==> config.mk <==
export PLATFORM = sky130hd
export DESIGN_NAME = mul_unit
export DESIGN_NICKNAME = d
export VERILOG_FILES = /design/src/rtl/riscv_pkg.sv /design/src/rtl/mul_unit.sv
export SDC_FILE = /design/constraint.sdc
export NUM_CORES = 1
export LEC_CHECK = 0
export BUFFER_PORTS_ARGS = -buffer_cell sky130_fd_sc_hd__buf_2
export CAP_MARGIN = 20
export CORE_MARGIN = 5
export CORE_UTILIZATION = 45
export DETAILED_ROUTE_END_ITERATION = 8
export PLACE_DENSITY = 0.73
export SLEW_MARGIN = 20
export SYNTH_ARGS = -nofsm -noshare
export SYNTH_HDL_FRONTEND = slang
export SYNTH_SLANG_ARGS = --single-unit
export TNS_END_PERCENT = 30
==> constraint.sdc <==
create_clock -name clk -period 5.8 [get_ports clk]
set_input_delay 1.16 -clock clk [delete_from_list [all_inputs] [get_ports clk]]
set_output_delay 1.16 -clock clk [all_outputs]
set_load 0.02 [all_outputs]
==> src/rtl/riscv_pkg.sv <==
// -----------------------------------------------------------------------------
// riscv_pkg
//   Shared encodings and sizing constants for the RV32M execute-side units.
//   Contents:
//     RV_XLEN      default datapath width
//     MUL_CNT_W    width of the multiplier bit counter ($clog2 of the width)
//     mulctl_e     multiplier operation select (MUL/MULH/MULHSU/MULHU)
//     mul_state_e  multiplier sequencer states (IDLE/BUSY/FIN)
//     a_is_signed / b_is_signed  operand signedness for a given mulctl
// -----------------------------------------------------------------------------
package riscv_pkg;

  localparam int unsigned RV_XLEN   = 32;
  localparam int unsigned MUL_CNT_W = $clog2(RV_XLEN);

  typedef enum logic [1:0] {
    MULCTL_MUL    = 2'b00,
    MULCTL_MULH   = 2'b01,
    MULCTL_MULHSU = 2'b10,
    MULCTL_MULHU  = 2'b11
  } mulctl_e;

  typedef enum logic [1:0] {
    MST_IDLE = 2'd0,
    MST_BUSY = 2'd1,
    MST_FIN  = 2'd2
  } mul_state_e;

  // rs1 is signed for everything except MULHU.
  function automatic logic a_is_signed(input mulctl_e ctl);
    return (ctl != MULCTL_MULHU);
  endfunction

  // rs2 is signed only for MUL and MULH.
  function automatic logic b_is_signed(input mulctl_e ctl);
    return (ctl == MULCTL_MUL) || (ctl == MULCTL_MULH);
  endfunction

endpackage

==> src/rtl/mul_unit.sv <==
// -----------------------------------------------------------------------------
// mul_unit
//   Iterative RV32M multiplier sitting next to the ALU in the datapath.
//   A request (mulstart + mulctl + operands) is captured in IDLE or FIN; the
//   operand magnitudes are multiplied with a one-bit-per-cycle shift-add loop
//   into a 2*XLEN accumulator, the sign is applied at the end and the low or
//   high half is returned in a register together with a one-cycle exdone.
//
//   Ports:
//     clk       in   1     clock, rising edge
//     rst_n     in   1     asynchronous active-low reset
//     mulstart  in   1     request, only looked at in IDLE or FIN
//     mulctl    in   2     00 MUL, 01 MULH, 10 MULHSU, 11 MULHU
//     rs1_val   in   XLEN  multiplicand
//     rs2_val   in   XLEN  multiplier
//     result    out  XLEN  selected product half, held until the next FIN
//     exdone    out  1     one-cycle pulse, result valid in the same cycle
//     busy      out  1     high while in BUSY or FIN
//
//   Build option:
//     MUL_EARLY_OUT_EN  when defined, BUSY exits as soon as no set multiplier
//                       bits remain, so latency is 2 + index of the highest
//                       set bit of |b| (2 for b == 0). Results are unchanged.
//                       When undefined, latency is always XLEN+1 cycles.
// -----------------------------------------------------------------------------
module mul_unit
  import riscv_pkg::*;
#(
  parameter int unsigned XLEN = RV_XLEN
) (
  input  logic            clk,
  input  logic            rst_n,
  input  logic            mulstart,
  input  logic [1:0]      mulctl,
  input  logic [XLEN-1:0] rs1_val,
  input  logic [XLEN-1:0] rs2_val,
  output logic [XLEN-1:0] result,
  output logic            exdone,
  output logic            busy
);

  localparam int unsigned CNT_W = (XLEN == RV_XLEN) ? MUL_CNT_W : $clog2(XLEN);
  localparam int unsigned AW    = 2 * XLEN;
  localparam logic [CNT_W-1:0] LAST_CNT = CNT_W'(XLEN - 1);

  // Returns {sign, magnitude}. The magnitude of the most negative value wraps
  // back to itself, which is exactly 2^(XLEN-1) read as unsigned.
  function automatic logic [XLEN:0] sign_mag(input logic [XLEN-1:0] v,
                                             input logic            treat_signed);
    logic neg;
    neg = treat_signed & v[XLEN-1];
    return {neg, (neg ? (~v) + XLEN'(1) : v)};
  endfunction

  mul_state_e       state_reg, state_next;
  mulctl_e          ctl_reg, ctl_next;
  logic [XLEN-1:0]  mag_a_reg, mag_a_next;
  logic [XLEN-1:0]  mag_b_reg, mag_b_next;
  logic             neg_reg, neg_next;
  logic [CNT_W-1:0] count_reg, count_next;
  logic [AW-1:0]    acc_reg, acc_next;
  logic [XLEN-1:0]  result_reg, result_next;
  logic             exdone_reg, exdone_next;

  logic [XLEN:0]    sm_a, sm_b;
  logic [XLEN-1:0]  mag_b_shift;
  logic [AW-1:0]    acc_add;
  logic [AW-1:0]    product;
  logic             last_bit;
  logic             take_req;
  mulctl_e          req_ctl;

  // ---------------------------------------------------------------------------
  // State and datapath registers
  // ---------------------------------------------------------------------------
  always_ff @(posedge clk or negedge rst_n) begin
    if (!rst_n) begin
      state_reg  <= MST_IDLE;
      ctl_reg    <= MULCTL_MUL;
      mag_a_reg  <= '0;
      mag_b_reg  <= '0;
      neg_reg    <= 1'b0;
      count_reg  <= '0;
      acc_reg    <= '0;
      result_reg <= '0;
      exdone_reg <= 1'b0;
    end else begin
      state_reg  <= state_next;
      ctl_reg    <= ctl_next;
      mag_a_reg  <= mag_a_next;
      mag_b_reg  <= mag_b_next;
      neg_reg    <= neg_next;
      count_reg  <= count_next;
      acc_reg    <= acc_next;
      result_reg <= result_next;
      exdone_reg <= exdone_next;
    end
  end

  // ---------------------------------------------------------------------------
  // Next-state and datapath logic
  // ---------------------------------------------------------------------------
  always_comb begin
    state_next  = state_reg;
    ctl_next    = ctl_reg;
    mag_a_next  = mag_a_reg;
    mag_b_next  = mag_b_reg;
    neg_next    = neg_reg;
    count_next  = count_reg;
    acc_next    = acc_reg;
    result_next = result_reg;
    exdone_next = 1'b0;
    take_req    = 1'b0;

    req_ctl     = mulctl_e'(mulctl);
    sm_a        = sign_mag(rs1_val, a_is_signed(req_ctl));
    sm_b        = sign_mag(rs2_val, b_is_signed(req_ctl));

    mag_b_shift = mag_b_reg >> 1;
    acc_add     = AW'(mag_a_reg) << count_reg;
    // Two's-complement negate of the full-width accumulator (modulo 2^AW).
    product     = neg_reg ? (~acc_reg) + AW'(1) : acc_reg;

`ifdef MUL_EARLY_OUT_EN
    // Leave as soon as the bit being consumed now is the last set one.
    last_bit = (count_reg == LAST_CNT) || (mag_b_shift == '0);
`else
    last_bit = (count_reg == LAST_CNT);
`endif

    unique case (state_reg)
      MST_IDLE: begin
        take_req = mulstart;
      end

      MST_BUSY: begin
        if (mag_b_reg[0]) begin
          acc_next = acc_reg + acc_add;
        end
        mag_b_next = mag_b_shift;
        count_next = count_reg + CNT_W'(1);
        if (last_bit) begin
          state_next = MST_FIN;
        end
      end

      MST_FIN: begin
        exdone_next = 1'b1;
        result_next = (ctl_reg == MULCTL_MUL) ? product[XLEN-1:0]
                                              : product[AW-1:XLEN];
        state_next  = MST_IDLE;
        // Back-to-back: a request seen here starts the next multiply directly.
        take_req    = mulstart;
      end

      default: begin
        state_next = MST_IDLE;
      end
    endcase

    if (take_req) begin
      state_next = MST_BUSY;
      ctl_next   = req_ctl;
      mag_a_next = sm_a[XLEN-1:0];
      mag_b_next = sm_b[XLEN-1:0];
      neg_next   = sm_a[XLEN] ^ sm_b[XLEN];
      count_next = '0;
      acc_next   = '0;
    end
  end

  assign result = result_reg;
  assign exdone = exdone_reg;
  assign busy   = (state_reg == MST_BUSY) || (state_reg == MST_FIN);

endmodule

==> reports/metrics.yaml <==
drive_gt1_share_pct: 11.84
crit_required_ps: 6150
internal_power_mw: 4.352
place_hpwl_um: 35770
ys_types: 69
wirelength_um: 45730
irDropWorstVdd_v: 0.0003027
cpLargestDelayFamily: "simple AND/OR/NAND/NOR gates"
grt_antenna_before_repair: 0
clock_path_buffers: 2
synthTopCellsByArea: "dfrtp_1 28%, o21ai_0 7.6%, nand2_1 6.4%"
rows: 67
grt_remaining_overflow: 0
fp.dieW_um: 193.5
crit_buf_inv: 1
power_frac_comb_pct: 62.5
post_synth_most_frequent_cells: "260 x nand2_1, 229 x o21ai_0, 171 x dfrtp_1, 144 x a21oi_1, 126 x nor2_1"
status: "complete, no violations"
drt_first_pass_iters: 7
cts_buffers: 17
drt_iter0_markers: 1136
worstSetupPathType: "reg -> reg"
die-height_um: 193.5
worst_slew_pin_slew_ps: 989.8
yosysSeqAreaShare_pct: 28.26
finalSetupViolations: 0
grt_max_degree: 77
routedWlPerCell_um: 19.20
synth_top_area_cell: "dfrtp_1"
largest_reg_flops: 64
syn_area_per_cell_um2: 7.971
synth-edff-count: 0
ys_async_sr_fraction_pct: 100.0
nets: 2062
grt_pass1_wl_um: 73800
reg2reg_slack_ps: 490
fillCellCount: 3322
cp_max_fo: 19
switching_share_pct: 51.27
synthesis.area_um2: 15140
grt_use_total_pct: 23.98
fin_crit_sh_pct: 91.59
switching_power_mw: 4.579
root_buffer: "clkbuf_16"
port_buffers: 102
worstPathCellList: "buf_4 > mux2_2 > o21ai_0 > nor2_1 > a21oi_1 > mux2_2 > nor2_1 > ha_1 > nand4_1 > nor3_1 > o211ai_1 > nand4_1 > nor4bb_1 > o21ai_0 > nor4b_1 > o21ai_0 > a32o_1"
fmax_mhz: 188.3
htree_levels: 4
core_um2: 33360
skew_ps: 22.62
gp_congestion: 0.9560
drv_slew: 0
die-area_um2: 37420
register_area_um2: 4288
syn_nets: 2041
ios: 103
powerDensity_nw_per_um2: 539.0
initial_core_util_pct: 45.39
worst_path_max_delay_cell: "dfrtp_4"
holdBufCountCts: 0
ant_nets: 0
ys.flop_type: "dfrtp_1"
tritoncts: "yes"
hold_violations: 0
leakage_nw: 7.104
multi_input_area_um2: 10200
rsz0062_at_grt: "no"
synth-seq-cells: 171
drv_cap: 0
cp_slowest_stage_delay_ps: 630
setup.worst_path.end_class: "flip-flop"
hp-class: "reg -> reg"
slew_headroom_pct: 34.02
finalSetupTns_ps: 0
period_needed_ps: 5312
yosysWarnings: 0
routed_via_density: 5.998
grt_pass1_vias: 13579
placedCellCount: 2350
instances_no_fill: 2382
critPathLaunchType: "flip-flop"
cts.sinks: 171
antenna_cells: 0
cp.arrival_ps: 5660
clkTransAtPathRegs_ps: 80
clkPwrFrac_pct: 13.4
fin_ws_ps: 488.0
seqPwrFrac_pct: 24.2
drc: 0
crit_top_cell: "o21ai_0"
synth_most_common_cell: "nand2_1"
clock_latency_ps: 470
synth_top_area_share_pct: 28.26
dr_total_vias: 14287
synthCells: 1900
area.growth.synth_to_final_pct: 9.410
dp_slack_ps: 408.7
cells in the final DEF, fill, tap and decap left out, types with 14 or more instances in the layout:
cell type  netlist  layout
o21bai_1        18      18
o22ai_1         17      17
buf_4            0      20
nand4_1         31      31
clkbuf_16        0      17
buf_2            1     101
o211ai_1        36      36
or4_1           14      14
nand2_1        260     260
dfrtp_1        171     168
inv_1           66      66
a21oi_1        144     143
nor3_1          30      30
xnor2_1         98      98
or3_1           28      28
nand3_1         20      20
xor2_1          73      73
ha_1            71      69
nor2_1         126     126
a21o_1          28      28
o31ai_1         38      38
mux4_2          20      20
mux2i_1         71      71
mux2_2          24      24
o21ai_0        229     227
path summary, 6_finish.rpt:
path | startpoint | cells past startpoint | end
max reg2reg | count_reg[0] | 17 | acc_reg[61]
min | result[0] | 1 | result[0]
min in group asynchronous | rst_n | 1 | result[8]
min reg2reg | result[0] | 1 | result[0]
max | count_reg[0] | 17 | acc_reg[61]
max in group asynchronous | rst_n | 2 | acc_reg[58]
routing by layer:
metal / wire length [µm] / vias to the layer above / global-route usage (%)
li1: - / 6891 / -
met1: 20550 / 6771 / 33.78
met2: 20310 / 539 / 37.53
met3: 3470 / 86 / 4.436
met4: 1394 / 0 / 7.658
met5: 0 / - / 0
metrics by stage:
step / hold slack [ps] / util, % / total power, mW / instance area (µm²)
global route: 521.2 / 49.66 / 9.656 / 16570
CTS: 513.3 / 49.65 / 8.897 / 16560
detailed placement: 496.1 / 47.83 / 7.693 / 15960
finish: 512.3 / 49.66 / 8.931 / 16570
global placement: 489.3 / 47.83 / 7.605 / 15960
floorplan: 462.1 / - / 6.103 / 15140
layout make-up:
type                    count  share of cell area [%]
clock buffers              17                   2.567
inverters                  66                   1.495
well taps                 448                   3.383
flip-flops and latches    171                   25.88
multi-input cells        1543                   61.56
repair buffers            122                   4.025
clock inverters            15                   1.095
timing repair:
item                       CTS  global route
setup endpoints to repair    0             5
gates resized for setup      0             2
buffers inserted             0             0
cells by family after synthesis:
kind of cell    count (synthesis)  share of synthesized area (%)
compound gates                593                          23.69
simple gates                  591                          17.99
buf+inv                       186                          4.618
xor+xnor                      171                          9.889
flops                         171                          28.26
mux                           116                          9.551
fa+ha+maj                      72                          5.998
power by group through the flow:
stage / combinational [mW] / sequential [mW] / clock [mW]
detailed placement: 5.52 / 2.17 / 0
finish: 5.58 / 2.16 / 1.19
global route: 6.16 / 2.24 / 1.26
floorplan: 4.08 / 2.02 / 0
global placement: 5.46 / 2.14 / 0
CTS: 5.54 / 2.15 / 1.21
No activity file was read; power rests on OpenSTA's default activity.
